File: config.mk
export PLATFORM = sky130hd
export DESIGN_NAME = team_08_cactus_generator
export DESIGN_NICKNAME = d
export VERILOG_FILES = /design/src/rtl/team_08_cactus_generator_pkg.sv /design/src/rtl/team_08_lfsr16.sv /design/src/rtl/team_08_cactus_generator.sv
export SDC_FILE = /design/constraint.sdc
export NUM_CORES = 1
export LEC_CHECK = 0
export CAP_MARGIN = 0
export CORE_ASPECT_RATIO = 1.4
export CORE_MARGIN = 2
export CORE_UTILIZATION = 48
export CTS_CLUSTER_SIZE = 25
export DETAILED_ROUTE_END_ITERATION = 7
export PLACE_DENSITY = 0.77
export SYNTH_ARGS = -nofsm -noshare
export SYNTH_HDL_FRONTEND = slang
export SYNTH_SLANG_ARGS = --single-unit
File: constraint.sdc
create_clock -name clk -period 2.4 [get_ports clk]
set_input_delay 0.48 -clock clk [delete_from_list [all_inputs] [get_ports clk]]
set_output_delay 0.48 -clock clk [all_outputs]
set_load 0.03 [all_outputs]
File: src/rtl/team_08_cactus_generator_pkg.sv
`default_nettype none
// ============================================================================
// Module      : team_08_cactus_generator_pkg
// Description : Shared team_08 game definitions: game state encoding, screen
//               and cactus geometry, and the cactus height table used by the
//               obstacle generator, collision detector and sprite renderer.
// Revision    : 1.0 - initial release
// ============================================================================
package team_08_cactus_generator_pkg;

    // Game state produced by the game FSM.
    typedef enum logic [1:0] {
        IDLE = 2'd0,
        RUN  = 2'd1,
        OVER = 2'd2,
        WIN  = 2'd3
    } state_t;

    localparam int unsigned CACTUS_WIDTH = 20;
    localparam int unsigned SCREEN_W     = 320;

    localparam logic [8:0] H_SHORT = 9'd30;
    localparam logic [8:0] H_MED   = 9'd40;
    localparam logic [8:0] H_TALL  = 9'd50;
    localparam logic [8:0] H_GIANT = 9'd60;

    // Index 0..3 -> SHORT, MED, TALL, GIANT (packed: element 0 is rightmost).
    localparam logic [3:0][8:0] HEIGHT_TABLE = {H_GIANT, H_TALL, H_MED, H_SHORT};

    function automatic logic [8:0] height_lookup(input logic [1:0] i_idx);
        return HEIGHT_TABLE[i_idx];
    endfunction

endpackage : team_08_cactus_generator_pkg
`default_nettype wire

File: src/rtl/team_08_lfsr16.sv
`default_nettype none
// ============================================================================
// Module      : team_08_lfsr16
// Description : 16-bit Fibonacci LFSR, taps 16,14,13,11 (maximal length).
//               Shifts left every cycle; loads SEED on synchronous reset.
//               A non-zero seed guarantees the value never reaches zero.
// Ports       : clk     - system clock
//               reset   - synchronous active-high reset
//               o_value - current LFSR state
// Revision    : 1.0 - initial release
// ============================================================================
module team_08_lfsr16 #(
    parameter logic [15:0] SEED = 16'hACE1
) (
    input  logic        clk,
    input  logic        reset,
    output logic [15:0] o_value
);

    logic [15:0] r_lfsr;
    logic        w_feedback;

    // Tap positions 16,14,13,11 map to bits 15,13,12,10.
    assign w_feedback = r_lfsr[15] ^ r_lfsr[13] ^ r_lfsr[12] ^ r_lfsr[10];

    always_ff @(posedge clk) begin
        if (reset) begin
            r_lfsr <= SEED;
        end else begin
            r_lfsr <= {r_lfsr[14:0], w_feedback};
        end
    end

    assign o_value = r_lfsr;

endmodule : team_08_lfsr16
`default_nettype wire

File: src/rtl/team_08_cactus_generator.sv
`default_nettype none
// ============================================================================
// Module      : team_08_cactus_generator
// Description : Scrolling two-cactus obstacle stream. On each frame tick in
//               RUN the pair moves left by the effective speed; when the
//               leading cactus would leave the screen the trailing one is
//               promoted and a new trailing cactus is drawn from the LFSR.
// Ports       : clk            - system clock
//               reset          - synchronous active-high reset
//               state          - game state from the game FSM
//               move_tick      - one-cycle frame strobe
//               speed          - pixels per tick (0 behaves as 1)
//               cactusX1       - leading cactus X position
//               cactusRandDist - gap from leading to trailing cactus
//               cactusHeight1  - leading cactus height
//               cactusHeight2  - trailing cactus height
//               cactus_passed  - one-cycle pulse on each promotion
// Revision    : 1.0 - initial release
// ============================================================================
module team_08_cactus_generator
    import team_08_cactus_generator_pkg::*;
#(
    parameter int unsigned SPAWN_X   = 320,
    parameter int unsigned INIT_DIST = 96,
    parameter int unsigned MIN_DIST  = 60,
    parameter logic [15:0] LFSR_SEED = 16'hACE1
) (
    input  logic       clk,
    input  logic       reset,
    input  state_t     state,
    input  logic       move_tick,
    input  logic [2:0] speed,
    output logic [8:0] cactusX1,
    output logic [8:0] cactusRandDist,
    output logic [8:0] cactusHeight1,
    output logic [8:0] cactusHeight2,
    output logic       cactus_passed
);

    localparam logic [8:0] C_SPAWN_X   = 9'(SPAWN_X);
    localparam logic [8:0] C_INIT_DIST = 9'(INIT_DIST);
    localparam logic [8:0] C_MIN_DIST  = 9'(MIN_DIST);

    logic [15:0] w_lfsr;
    logic [8:0]  w_spd_eff;
    logic        w_promote;
    logic [8:0]  w_promote_x;
    logic [8:0]  w_new_gap;
    logic [8:0]  w_new_height;
    logic        w_unused_lfsr;

    logic [8:0]  r_x1;
    logic [8:0]  r_gap;
    logic [8:0]  r_h1;
    logic [8:0]  r_h2;
    logic        r_passed;

    team_08_lfsr16 #(
        .SEED    (LFSR_SEED)
    ) u_lfsr (
        .clk     (clk),
        .reset   (reset),
        .o_value (w_lfsr)
    );

    // Only the low byte feeds obstacle selection.
    assign w_unused_lfsr = &{1'b0, w_lfsr[15:8]};

    assign w_spd_eff = (speed == 3'd0) ? 9'd1 : {6'd0, speed};
    assign w_promote = (r_x1 < w_spd_eff);

    // Sum formed at 10 bits; fits in 9 because the gap always exceeds speed.
    assign w_promote_x  = 9'(({1'b0, r_x1} + {1'b0, r_gap}) - {1'b0, w_spd_eff});
    assign w_new_gap    = C_MIN_DIST + {3'd0, w_lfsr[7:2]};
    assign w_new_height = height_lookup(w_lfsr[1:0]);

    always_ff @(posedge clk) begin
        if (reset) begin
            r_x1     <= C_SPAWN_X;
            r_gap    <= C_INIT_DIST;
            r_h1     <= H_TALL;
            r_h2     <= H_SHORT;
            r_passed <= 1'b0;
        end else begin
            r_passed <= 1'b0;
            case (state)
                IDLE: begin
                    r_x1  <= C_SPAWN_X;
                    r_gap <= C_INIT_DIST;
                    r_h1  <= H_TALL;
                    r_h2  <= H_SHORT;
                end
                RUN: begin
                    if (move_tick) begin
                        if (w_promote) begin
                            r_x1     <= w_promote_x;
                            r_gap    <= w_new_gap;
                            r_h1     <= r_h2;
                            r_h2     <= w_new_height;
                            r_passed <= 1'b1;
                        end else begin
                            r_x1 <= r_x1 - w_spd_eff;
                        end
                    end
                end
                default: begin
                    // OVER / WIN: positions and heights frozen.
                end
            endcase
        end
    end

    assign cactusX1       = r_x1;
    assign cactusRandDist = r_gap;
    assign cactusHeight1  = r_h1;
    assign cactusHeight2  = r_h2;
    assign cactus_passed  = r_passed;

endmodule : team_08_cactus_generator
`default_nettype wire

# Word level (Yosys, flattened, before mapping)
# Cells that the tools add are included.
# classes
muxes	16
addsub	4
bitwise_logic	5
eq_ne	3
n_lt_le_gt_ge	2
reduce_logical	6
# ops
cell	n
9-bit two-way mux	9
9-bit case mux with 2 select lines	4
9-bit binary-select mux with 2-bit select	1
9-bit by 3-bit subtractor with 9-bit output	2
9-bit adder	1
9-bit by 3-bit less-than comparator with 1-bit output	1
6-bit by 6-bit adder with 7-bit output (first input constant)	1
2-bit inequality test (second input constant)	2
3-bit logical NOT	1
2-bit by 3-bit less-than comparator with 1-bit output (second input constant)	1
3-bit two-way mux	1
3-bit AND reduction	1
3-bit OR reduction	1
1-bit XOR	3
2-bit by 1-bit == test with 1-bit output (second input constant)	1
2-bit logical NOT	1
1-bit inverter	2
2-bit AND reduction	1
2-bit nonzero test	1
1-bit two-way mux	1
# word_totals
output_inout_bits	37
word_cells	42
register_bits	53
inputBits	8

# Longest topological paths before layout
# logic_depth
ltp_word	6
mapped_depth	10
ltp_nobuf	10

# Cells and area by module
# From an unflattened synthesis, not the netlist that was laid out.
# unflattened
hier_cells	271
hier_area_um2	2434.8
# by_module_without_submodules
mod	area_per_inst_um2	seq_area_each_um2	cells_each	instances
team_08_cactus_generator	1980.6	540.5	235	1
team_08_lfsr16	454.2	320.3	36	1

# Worst setup path before layout
# No wires, ideal clock.
# synth_path
kind	register to register
startpoint	reg r_x1[1] (netlist: cactusX1[1])
endpoint	reg r_x1[5] (netlist: cactusX1[5])
period_less_slack_ns	2.806
setup_time_ns	0.120
n_path_buf	0
arrival_ns	2.687
required_ns	2.280
path_stages_with_launch	10
slack_ns	-0.406
cell_sequence	dfxtp_1 > inv_1 > fa_1 > inv_1 > ha_1 > a21o_1 > and4_1 > or4b_1 > and3_1 > a211o_1
# synth_via
elab_chain_cells	5
word_cells_on_any_way	7
classes_between	add/sub (3); order compare (1); mux (3)
# synth_lines
element	line	text
start, declared	team_08_cactus_generator.sv:52	logic [8:0] r_x1;
start signal, assigned	team_08_cactus_generator.sv:96	r_x1 <= w_promote_x;
start signal, assigned	team_08_cactus_generator.sv:102	r_x1 <= r_x1 - w_spd_eff;
9-bit adder	team_08_cactus_generator.sv:73	assign w_promote_x = 9'(({1'b0, r_x1} + {1'b0, r_gap}) - {1'b0, w_spd_eff});
9-bit by 3-bit subtractor with 9-bit output	team_08_cactus_generator.sv:73	
9-bit two-way mux *	team_08_cactus_generator.sv:95	if (w_promote) begin
9-bit two-way mux *	team_08_cactus_generator.sv:94	if (move_tick) begin
9-bit case mux with 2 select lines *	team_08_cactus_generator.sv:86	case (state)
# Every way passes the cells marked *; elsewhere a longest branch is shown, timed or not. The select of a mux whose other input is x is not followed.
# A chain may end at the register's enable or synchronous reset.

# Worst setup path after layout
# Same ends and word-level chain as after synthesis.

==> run summary <==
================================================================================
Outcome                                                             complete, but fails checks
Failing checks                                                      negative setup slack
Hold Crit Class                                                     flop to flop
Clock root cell                                                         clkbuf_8
Critical Path RT                                                         2.61 ns
Final hold slack                                                        0.422 ns
Total power per unit cell area                                        468 mW/mm²
Vias                                                                        2336
Count of buffers inserted at the top-level ports                              34
Core Region                                                          0.00512 mm²
Max-cap violations                                                             0
Cell Count, Final, Fillers Out                                               435
Leakage power total                                                      1.54 nW
Multi-input gate area in the final layout                            0.00152 mm²
Total die area                                                       0.00588 mm²
Fraction of the yosys area taken by sequential cells                       34.0%
Number of slew-limit violations in the final report                            0
Number of vias per cell after detailed routing                              5.37
Initial core utilization                                                   49.5%
Maximum achievable frequency                                             408 MHz
Post-layout worst setup margin                                        -0.0500 ns
Number of global-route vias before repair                                   2354
Share of synthesized flip-flops with an asynchronous set or reset             0%
Clock latency reported for the late side of the worst-skew pair          0.31 ns
Net count of the finished layout                                             401
Finish-stage setup viols                                                       2
Number of standard cells after synthesis                                     299
Placed instance count                                                        423
Chip Width                                                               65.4 µm
Wire length of the first global-routing pass                            10600 µm
Number of synthesis warnings                                                   0
Synthesized area divided by synthesized cell count                      8.47 µm²
Highest net fanout along the worst path                                        2
Type of origin of the critical path                                         flop
Total grt overflow                                                             0
CP endpoint kind                                                            flop
Hold_buf cts                                                                   0
Area of all sequential standard cells                                    872 µm²
Number of different library cells in the post-synthesis netlist               50
Post-detailed-placement half-perimeter wirelength                        4700 µm
Pre-CTS worst setup slack                                              -0.665 ns
Area growth from synthesis to layout                                       32.9%
Last weighted congestion value of the routability-driven placer            0.921
Top post-synthesis cells by area                                    dfxtp_1 (34%), ha_1 (10%), inv_1 (5.8%), a21oi_1 (3.2%), fa_1 (3.2%)
Number of flops mapped to enable cells by yosys                                0
Cell depth of the worst hold path                                              1
Final clock period utilization by the worst path                            102%
CTS sink cnt                                                                  43
Placement Rows                                                                31
Synthesized cell area                                                0.00253 mm²
R2R Path Start                                                      cactusX1[1]$_SDFFE_PP0P_
Maximum number of pins on one net before global-route repair                  31
Time the final worst path needs with I/O delays and setup                2.45 ns
Startpoint of the worst setup timing path                           cactusX1[1]$_SDFFE_PP0P_
Iter 0 DRT Violations                                                         75
GRT Resource Usage Total                                                   22.7%
Worst path arrival time                                                  2.66 ns
Number of diodes                                                               0
Worst VDD drop                                                            559 µV
Hold Violations, Final                                                         0
Post-route ant nets                                                            0
Clock Path Buffers                                                             2
DRC Markers                                                                    0
Clock transition at path regs                                            0.09 ns
Unrepaired setup endpoints after global routing                              yes
Hold Path Origin                                                    u_lfsr.o_value[9]$_SDFF_PP0_
Commonest register cell after synthesis                                  dfxtp_1
Height of the die                                                        89.9 µm
Layout fillers                                                               458
Number of buffers added by the clock tree synthesis step                       5
Routed wire length                                                       6210 µm
Synth top area share                                                       34.0%
Proportion of layout cells with a drive suffix above 1                     22.8%
Worst setup path class                                              flop to flop
Number of synthesized register bits                                           43
Top cell type by total area after synthesis                              dfxtp_1
Post-DR wirelength/cell                                                  14.3 µm
I/O pin count                                                                 45
Number of cells on the worst reg-to-reg path                                   9
Clock H-tree levels                                                            2
Initial antenna violation count                                                0
DRT Pass-1 Iters                                                               4
Final worst clock skew                                                0.00723 ns
Clock tree from TritonCTS                                                   done
================================================================================
-- cell usage in the layout (no fill, tap or decap), drive strengths merged, types with 3 or more instances in the layout --
master / n
and3: 4
and2: 3
and4: 3
a21oi: 16
ha: 21
nor3: 16
conb: 10
nand3: 8
or2: 6
a21o: 9
nand2: 16
nand4: 3
dfxtp: 43
clkbuf: 6
clkdlybuf4s50: 31
a31oi: 4
a211o: 3
buf: 40
xor2: 6
a211oi: 5
inv: 41
o21ai: 11
nor2b: 7
fa: 4
o211ai: 4
nor2: 16
xnor2: 4
-- state kept, by name, summed over array words and instances (netlist names) --
signal          cells
u_lfsr.o_value     16
cactusX1            9
cactusHeight2       5
cactusRandDist      7
cactus_passed       1
cactusHeight1       5
-- Yosys cell counts (all sizes together) (3+ instances only) --
library cell and instances:
dfxtp 43, inv 39, ha 21, a21oi 16
nand2 16, nor2 16, nor3 16, buf 15
o21ai 11, a21o 9, nand3 8, nor2b 7
clkbuf 6, or2 6, xor2 6, a211oi 5
a31oi 4, and3 4, fa 4, o211ai 4
xnor2 4, a211o 3, and2 3, and4 3
nand4 3
-- path summary, 6_finish.rpt --
path	to	slack, ns
hold / removal	u_lfsr.o_value[10]$_SDFF_PP1_	0.42
setup / recovery	cactusX1[5]$_SDFFE_PP0P_	-0.05
hold reg to reg	u_lfsr.o_value[10]$_SDFF_PP1_	0.42
setup reg to reg	cactusX1[5]$_SDFFE_PP0P_	-0.05
-- through the flow --
| stage | total power, mW | cell area (µm²) | TNS, ns | util (%) |
|---|---|---|---|---|
| after floorplan | 0.974 | 2610 | -0.107 | - |
| after global placement | 1.06 | 3190 | -9.16 | 62.2 |
| after detailed placement | 1.07 | 3190 | -10.11 | 62.2 |
| after CTS | 1.57 | 3320 | -0.111 | 64.8 |
| after global routing | 1.64 | 3370 | -0.351 | 65.7 |
| final | 1.57 | 3370 | -0.0770 | 65.7 |
-- critical path, cell delays in order, from the launching register on --
cell and delay, ns:
dfxtp_4 0.35, inv_2 0.03, fa_1 0.54, inv_2 0.05, ha_4 0.20, a21o_1 0.17
and4_1 0.17, or4b_1 0.46, and3_1 0.16, a211o_1 0.22
-- cell type report --
cell class | count | share of cell area, %
Clock buffer | 5 | 2.04
Clock inverter | 3 | 0.781
Inverter | 39 | 4.35
Multi-Input combinational cell | 205 | 45.2
Sequential cell | 43 | 25.9
Tap cell | 66 | 2.45
Timing Repair Buffer | 74 | 19.3
-- power breakdown --
part / internal [mW] / switching, mW
combinational: 0.144 / 0.182
clock: 0.214 / 0.284
sequential: 0.736 / 0.0138
total: 1.09 / 0.480
-- cells by family (layout without fill, tap and decap cells) --
family	count (synthesis)	count (layout)	synth area share, %
buffers and inverters	60	121	11.1
muxes	1	1	0.445
AOI/OAI and AO/OA	65	65	17.1
and+or+nand+nor	94	94	20.3
other	1	10	0.148
adders and majority gates	25	25	13.5
DFF	43	43	34.0
xor gates and xnor gates	10	10	3.46
-- layer usage --
| layer | track usage (%) | wire length [µm] | up-vias |
|---|---|---|---|
| met4 | 8.16 | 163 | 0 |
| met3 | 3.00 | 276 | 16 |
| li1 | - | - | 1149 |
| met2 | 41.3 | 3250 | 66 |
| met1 | 26.3 | 2520 | 1105 |
| met5 | 0 | 0 | - |
-- repair_timing --
| action | 4_1_cts | 5_1_grt |
|---|---|---|
| resized for setup | 12 | 9 |
| pin swaps | 12 | 8 |
| setup buffers | 2 | 2 |
| endpoints found under the setup margin | 22 | 8 |
Power figures use the tool's default switching activity.
